**config.mk**
```make
export PLATFORM = sky130hd
export DESIGN_NAME = serial_add_ctrl_flat
export DESIGN_NICKNAME = d
export VERILOG_FILES = /design/src/rtl/serial_add_ctrl_if.sv /design/src/rtl/serial_add_ctrl.sv /design/src/flat_wrapper.sv
export SDC_FILE = /design/constraint.sdc
export NUM_CORES = 1
export LEC_CHECK = 0
export ABC_AREA = 1
export ABC_CLOCK_PERIOD_IN_PS = 3290
export BUFFER_PORTS_ARGS = -buffer_cell sky130_fd_sc_hd__buf_2
export CORE_MARGIN = 3
export CORE_UTILIZATION = 40
export DETAILED_ROUTE_END_ITERATION = 10
export HOLD_SLACK_MARGIN = 0.03
export PLACE_DENSITY = 0.68
export SYNTH_ARGS = -nofsm -noshare
export SYNTH_HDL_FRONTEND = slang
export SYNTH_SLANG_ARGS = --single-unit
```
**constraint.sdc**
```tcl
create_clock -name clk -period 3.29 [get_ports clk]
set_input_delay 0 -clock clk [delete_from_list [all_inputs] [get_ports clk]]
set_output_delay 0 -clock clk [all_outputs]
set_load 0.03 [all_outputs]
```
**src/rtl/serial_add_ctrl_if.sv**
```systemverilog
// Handshake/data bundle between a requester and serial_add_ctrl.
//   start  requester -> adder  request pulse, sampled only while ready
//   a, b   requester -> adder  operands, captured on the accepted start edge
//   sub    requester -> adder  subtract select (only with SERIAL_ADD_SUB_EN)
//   ready  adder -> requester  idle, able to accept start
//   busy   adder -> requester  bit-serial add in progress
//   done   adder -> requester  one-cycle pulse, sum/carry valid from then on
//   sum    adder -> requester  result register
//   carry  adder -> requester  carry out of the MSB (no-borrow when subtracting)
// Optional build macro: SERIAL_ADD_SUB_EN adds the sub signal.
interface serial_add_ctrl_if #(
  parameter int unsigned WIDTH = 8
);
  logic             start;
  logic [WIDTH-1:0] a;
  logic [WIDTH-1:0] b;
`ifdef SERIAL_ADD_SUB_EN
  logic             sub;
`endif
  logic             ready;
  logic             busy;
  logic             done;
  logic [WIDTH-1:0] sum;
  logic             carry;

`ifdef SERIAL_ADD_SUB_EN
  modport master (
    output start, a, b, sub,
    input  ready, busy, done, sum, carry
  );
  modport slave (
    input  start, a, b, sub,
    output ready, busy, done, sum, carry
  );
`else
  modport master (
    output start, a, b,
    input  ready, busy, done, sum, carry
  );
  modport slave (
    input  start, a, b,
    output ready, busy, done, sum, carry
  );
`endif
endinterface

```
**src/rtl/serial_add_ctrl.sv**
```systemverilog
// Bit-serial adder controller: one 1-bit full-add slice plus a carry flop is
// reused for WIDTH cycles, LSB first, to add two WIDTH-bit operands.
// Ports:
//   clk  rising-edge clock
//   rst  synchronous reset, active-high
//   bus  serial_add_ctrl_if.slave (start/a/b[/sub] in, ready/busy/done/sum/carry out)
// Optional build macro: SERIAL_ADD_SUB_EN adds bus.sub; when set, b is inverted
// at capture and the carry starts at 1, giving a-b mod 2^WIDTH.
// Timing: accept edge is edge 0; done is high between edges WIDTH and WIDTH+1.
module serial_add_ctrl #(
  parameter int unsigned WIDTH = 8
) (
  input logic               clk,
  input logic               rst,
  serial_add_ctrl_if.slave  bus
);

  // WIDTH=1 still needs a 1-bit counter.
  localparam int unsigned CntW = (WIDTH > 1) ? $clog2(WIDTH) : 1;

  typedef enum logic [1:0] {StIdle, StRun, StDone} state_e;

  state_e           state_q, state_d;
  logic [WIDTH-1:0] a_sh_q, a_sh_d;
  logic [WIDTH-1:0] b_sh_q, b_sh_d;
  logic [WIDTH-1:0] res_q, res_d;
  logic [WIDTH-1:0] sum_q, sum_d;
  logic             c_q, c_d;
  logic             carry_q, carry_d;
  logic [CntW-1:0]  cnt_q, cnt_d;

  logic             s_bit;
  logic             c_new;
  logic [WIDTH-1:0] b_load;
  logic             c_init;

  // Operand B and carry-in as captured on the accept edge.
  always_comb begin
`ifdef SERIAL_ADD_SUB_EN
    b_load = bus.sub ? ~bus.b : bus.b;
    c_init = bus.sub;
`else
    b_load = bus.b;
    c_init = 1'b0;
`endif
  end

  // Shared 1-bit add slice.
  assign s_bit = a_sh_q[0] ^ b_sh_q[0] ^ c_q;
  assign c_new = (a_sh_q[0] & b_sh_q[0]) | (a_sh_q[0] & c_q) | (b_sh_q[0] & c_q);

  always_comb begin
    state_d = state_q;
    a_sh_d  = a_sh_q;
    b_sh_d  = b_sh_q;
    res_d   = res_q;
    sum_d   = sum_q;
    c_d     = c_q;
    carry_d = carry_q;
    cnt_d   = cnt_q;
    unique case (state_q)
      StIdle: begin
        if (bus.start) begin
          a_sh_d  = bus.a;
          b_sh_d  = b_load;
          c_d     = c_init;
          cnt_d   = '0;
          res_d   = '0;
          state_d = StRun;
        end
      end
      StRun: begin
        c_d             = c_new;
        res_d           = res_q >> 1;
        res_d[WIDTH-1]  = s_bit;  // after WIDTH shifts the first bit sits at bit 0
        a_sh_d          = a_sh_q >> 1;
        b_sh_d          = b_sh_q >> 1;
        cnt_d           = cnt_q + CntW'(1);
        if (cnt_q == CntW'(WIDTH - 1)) begin
          sum_d   = res_d;
          carry_d = c_new;
          state_d = StDone;
        end
      end
      StDone: begin
        state_d = StIdle;
      end
      default: begin
        state_d = StIdle;
      end
    endcase
  end

  always_ff @(posedge clk) begin
    if (rst) begin
      state_q <= StIdle;
      a_sh_q  <= '0;
      b_sh_q  <= '0;
      res_q   <= '0;
      sum_q   <= '0;
      c_q     <= 1'b0;
      carry_q <= 1'b0;
      cnt_q   <= '0;
    end else begin
      state_q <= state_d;
      a_sh_q  <= a_sh_d;
      b_sh_q  <= b_sh_d;
      res_q   <= res_d;
      sum_q   <= sum_d;
      c_q     <= c_d;
      carry_q <= carry_d;
      cnt_q   <= cnt_d;
    end
  end

  assign bus.ready = (state_q == StIdle);
  assign bus.busy  = (state_q == StRun);
  assign bus.done  = (state_q == StDone);
  assign bus.sum   = sum_q;
  assign bus.carry = carry_q;

endmodule

```
**src/flat_wrapper.sv**
```systemverilog
// flat-port wrapper written by rule: the top's interface ports become plain ports
module serial_add_ctrl_flat 
#(
  parameter int unsigned WIDTH = 8
)
  (clk, rst, bus_start, bus_a, bus_b, bus_ready, bus_busy, bus_done, bus_sum, bus_carry);
  serial_add_ctrl_if #(.WIDTH(WIDTH)) bus_i ();
  input logic clk;
  input logic rst;
  input wire logic [$bits(bus_i.start)-1:0] bus_start;
  input wire logic [$bits(bus_i.a)-1:0] bus_a;
  input wire logic [$bits(bus_i.b)-1:0] bus_b;
  output wire logic [$bits(bus_i.ready)-1:0] bus_ready;
  output wire logic [$bits(bus_i.busy)-1:0] bus_busy;
  output wire logic [$bits(bus_i.done)-1:0] bus_done;
  output wire logic [$bits(bus_i.sum)-1:0] bus_sum;
  output wire logic [$bits(bus_i.carry)-1:0] bus_carry;
  assign bus_i.start = bus_start;
  assign bus_i.a = bus_a;
  assign bus_i.b = bus_b;
  assign bus_ready = bus_i.ready;
  assign bus_busy = bus_i.busy;
  assign bus_done = bus_i.done;
  assign bus_sum = bus_i.sum;
  assign bus_carry = bus_i.carry;
  serial_add_ctrl #(.WIDTH(WIDTH)) u_core (.clk(clk), .rst(rst), .bus(bus_i));
endmodule
```
==> Word level (Yosys, flattened, before mapping) <==
Index checks and enable logic that the tools add are counted.
{ "totals": {"register_bits": 39, "wordCells": 39, "out_inout_bits": 12} }
{ "classes": {"reduce_logical": 5, "n_eq_ne": 5, "muxes": 13, "n_addsub": 1, "bitwise": 7} }
{ "ops": {"columns": ["cell", "n"], "rows": [
  ["$pmux W8 S2", 3],
  ["$mux W8", 3],
  ["$pmux W3 S2", 1],
  ["$reduce_and A2 Y1", 3],
  ["$mux W2", 2],
  ["$pmux W2 S2", 1],
  ["$add A3 B1 Y3 const B", 1],
  ["$and A1 B1 Y1", 3],
  ["$eq A3 B3 Y1 const B", 1],
  ["$mux W3", 1],
  ["$eq A2 B1 Y1 const B", 1],
  ["$eq A2 B2 Y1 const B", 1],
  ["$logic_not A2 Y1", 1],
  ["$ne A2 B1 Y1 const B", 1],
  ["$ne A2 B2 Y1 const B", 1],
  ["$or A1 B1 Y1", 2],
  ["$pmux W1 S2", 1],
  ["$reduce_bool A2 Y1", 1],
  ["$xor A1 B1 Y1", 2],
  ["$mux W1", 1]
]} }

==> Depth between registers and ports, before layout <==
{ "depth": {"ltp_word": 4, "depth_mapped": 7, "ltp_nobuf": 7} }

==> Worst setup path after synthesis <==
Ideal clock, no wire load.
{ "synth_path": {"kind": "register to register", "startpoint": "register u_core.state_q[0]", "endpoint": "register u_core.a_sh_q[7]", "required_time_ps": 3220, "synth_period_minus_slack_ps": 1244, "slack_ps": 2046, "t_arrival_ps": 1174, "stages_incl_launch_ff": 5, "setup_time_ps": 70, "path_buffers": 1, "path_cell_list": "dfxtp_1 -> buf_6 -> nor2_1 -> nand3_1 -> a21oi_1"} }
{ "synth_via": {"elab_chain_len": 3, "elab_cells_between_ends": 6, "cone_classes": "eq/ne (2); mux (1); reduce/logical (3)"} }
{ "synth_lines": {"columns": ["element", "line_no", "rtl"], "rows": [
  ["from (decl)", "serial_add_ctrl.sv:23", "state_e state_q, state_d;"],
  ["from (signal assigned)", "serial_add_ctrl.sv:96", "state_q <= StIdle;"],
  ["from (signal assigned)", "serial_add_ctrl.sv:105", "state_q <= state_d;"],
  ["$logic_not A2 Y1 (*)", null, null],
  ["net bus_ready", "flat_wrapper.sv:13", "output wire logic [$bits(bus_i.ready)-1:0] bus_ready;"],
  ["$ne A2 B2 Y1 (no line) or $reduce_bool A2 Y1 (tied branches)", null, null],
  ["$reduce_and A2 Y1 (no line)", null, null],
  ["to (signal assigned)", "serial_add_ctrl.sv:106", "a_sh_q <= a_sh_d;"],
  ["to (decl)", "serial_add_ctrl.sv:24", "logic [WIDTH-1:0] a_sh_q, a_sh_d;"]
]} }
Mark *: on every way through the listed nets, which the timed path passes. The rest lies on a longest branch.
A chain may end at the register's enable or synchronous reset.

==> Worst setup path after layout <==
{ "layout_path": {"startpoint": "register u_core.state_q[0]", "endpoint": "output bus_busy"} }
{ "layout_via": {"elab_chain_len": 1} }
{ "layout_lines": {"columns": ["element", "line_no", "rtl"], "rows": [
  ["$eq A2 B1 Y1", "serial_add_ctrl.sv:117", "assign bus.busy = (state_q == StRun);"],
  ["to (decl)", "flat_wrapper.sv:14", "output wire logic [$bits(bus_i.busy)-1:0] bus_busy;"]
]} }
No other way between the ends.

==> out/metrics.cfg <==
[status]
status = complete, no violations

[clocking]
htree_num_levels = 2
clockRootBuffer = clkbuf_8
cts_tree = built
clk_pin_slew_worst_paths_ns = 0.07
post_cts_buffers = 0
cts_num_sinks = 38
clock_path_buffers = 2
post_cts_resized = 0
cts_buffers = 5
clock_latency_ns = 0.29

[drt]
post_drt_wl_per_cell_um = 10.1
vias = 1501
ant_nets = 0
wirelength_um = 3390
routed_via_density = 4.48
drc = 0
drt-initial-drc-count = 110
first_pass_iters = 6

[hold_path]
hp-class = input pin to register

[final_layout]
final_nets = 308
drive_gt1_share_pct = 15.0
syn_to_final_growth_pct = 21.7
diodes = 0
fill_cells = 398

[power]
power.density_nw_per_um2 = 462
total_power_mw = 0.947
ir_worst_vdd_uv = 213
p_leak_nw = 1.04

[floorplan]
dieArea_sq_um = 5020
core_area_sq_um = 3850
rows = 22
die_h_um = 70.9
pin_count = 31
initial_core_util_pct = 43.7
die_w_um = 70.9

[timing]
rsz0062_at_grt = false
finalWorstSetupSlack_ns = 1.22
slew_viol_final = 0
fin_skew_ns = 0.00564
clock.fmax_mhz = 483
worst_slew_pin_slew_ns = 0.922
fin_tns_setup_ns = 0
slew_headroom_pct = 38.3
layout_min_cycle_time_ns = 2.07
setup_violations = 0
hold_viol = 0
period_share_pct = 62.9

[critical_path]
required_ns = 3.29
arrival_ns = 2.07
reg2reg_slack_ns = 1.46
ff2ff_path_depth = 4
worst_r2r_endpoint = u_core.b_sh_q[7]$_SDFFE_PP0P_
endpoint = bus_busy
worst-setup-path-type = register to output pin
setup.worst_path.start = u_core.state_q[0]$_SDFFE_PP0P_
cp-start-kind = register
crit_fanout = 19
r2r-start = u_core.state_q[0]$_SDFFE_PP0P_
end_kind = output pin

[yosys]
syn_inst = 246
synth_edf_count = 0
async_reset_ff_share_pct = 0
synth_top_area_cell = dfxtp_1
ys_seq_area_share_pct = 45.2
synthTopCellsByArea = dfxtp_1 (45%), nand2_1 (18%), nor2_1 (8.5%)
avgSynthCellArea_sq_um = 6.85
synth.distinct_cells = 18
synth-seq-cells = 38
syn_area_sq_um = 1680
synthesis.nets = 268
synth.top_cell.area_share_pct = 45.2
yosys_warnings = 0
ys.flop_type = dfxtp_1
synth_common_cells = nand2_1 (80), dfxtp_1 (38), nor2_1 (38), inv_1 (33), a21oi_1 (26)
yosysMostFrequentCell = nand2_1

[placed_design]
place.gp.congestion = 0.698
dp_slack_ns = 1.48
portBuffers = 30
dp_hpwl_um = 2140

[grt]
antenna_found_initial = 0
grt_overflow = 0
grt_pass1_vias = 1410
grt_max_degree = 43
grt_pass1_wl_um = 6070
grt_usage_pct = 14.8

[job]
cap_violations = 0

==> timing repair <==
| action | 4_1_cts | 5_1_grt |
|---|---|---|
| endpoints found under the setup margin | 0 | 0 |
| hold buffers | 14 | 0 |
| hold endpoints to repair | 12 | 0 |
==> power breakdown <==
group	total, mW	internal (mW)	switching (mW)
Clock	0.335	0.168	0.167
Sequential	0.493	0.481	0.0127
Combinational	0.118	0.0501	0.0677
==> sequential cells by signal, summed over array words and instances, names as in the netlist <==
| register | count |
|---|---|
| u_core.a_sh_q | 8 |
| u_core.b_sh_q | 8 |
| u_core.bus.sum | 8 |
| u_core.res_q | 7 |
| u_core.cnt_q | 3 |
| u_core.state_q | 2 |
| u_core.bus.carry | 1 |
| u_core.c_q | 1 |
==> layout make-up <==
| cell class | count | area (sq um) | area share, % |
|---|---|---|---|
| clock buffer | 6 | 82.6 | 4.03 |
| sequential | 38 | 761 | 37.1 |
| inverter | 35 | 131 | 6.41 |
| tap | 48 | 60.1 | 2.93 |
| clock inverter | 2 | 12.5 | 0.610 |
| multi-input combinational | 162 | 712 | 34.7 |
| timing repair buffer | 44 | 290 | 14.2 |
==> per-stage QoR <==
stage | hold WS, ns | util (%) | std cells | cell area, sq um
after floorplan | 0.0691 | - | 246 | 1680
after global placement | 0.292 | 47.1 | 313 | 1810
after detailed placement | 0.297 | 47.1 | 313 | 1810
after CTS | 0.0317 | 53.2 | 335 | 2050
after global routing | 0.0617 | 53.2 | 335 | 2050
final | 0.0376 | 53.2 | 335 | 2050
==> cells by family after synthesis <==
family	synth area share [%]
AND/OR/NAND/NOR	27.9
buffers and inverters	12.6
flip-flops	45.2
AO/OA/AOI/OAI	11.7
adder cells (fa/ha/maj)	2.67
==> cell usage in the layout (no fill, tap or decap) <==
cell           synthesis  final
fa_1                   1      1
nand3_1                2      2
a21oi_1               26     26
dlygate4sd3_1          0     14
nor2_4                 1      1
clkinv_2               0      1
nand2_1               80     80
inv_2                  2      2
clkbuf_8               0      6
inv_1                 33     33
nand2_2                1      1
o21ai_0               10     10
nor2_1                38     38
ha_1                   2      2
o21ai_4                1      1
buf_2                  1     30
clkinvlp_4             0      1
dfxtp_1               38     38
==> layer usage <==
layer | wire length (um) | GRT usage, % | vias to the layer above
met4 | 50 | 6.26 | 0
met1 | 1660 | 19.1 | 645
met2 | 1510 | 23.6 | 30
met5 | 0 | 0 | -
met3 | 168 | 3.69 | 5
li1 | - | - | 821
==> worst max-delay path, cell delays in order, from the launching register on <==
cell	delay (ns)
dfxtp_1	0.79
nand2_2	0.35
inv_1	0.37
buf_2	0.27
==> worst min path at each step <==
stage | from | endpoint | slack (ns) | depth (start not counted)
after floorplan | rst | u_core.c_q$_SDFFE_PP0P_ | 0.07 | 1
after global placement | bus_b[7] | u_core.b_sh_q[7]$_SDFFE_PP0P_ | 0.29 | 3
after detailed placement | bus_a[7] | u_core.a_sh_q[7]$_SDFFE_PP0P_ | 0.30 | 3
after CTS | bus_a[2] | u_core.a_sh_q[2]$_SDFFE_PP0P_ | 0.03 | 5
after global routing | rst | u_core.state_q[1]$_SDFFE_PP0P_ | 0.06 | 2
final | bus_a[2] | u_core.a_sh_q[2]$_SDFFE_PP0P_ | 0.04 | 5
No activity file was read; power rests on OpenSTA's default activity.
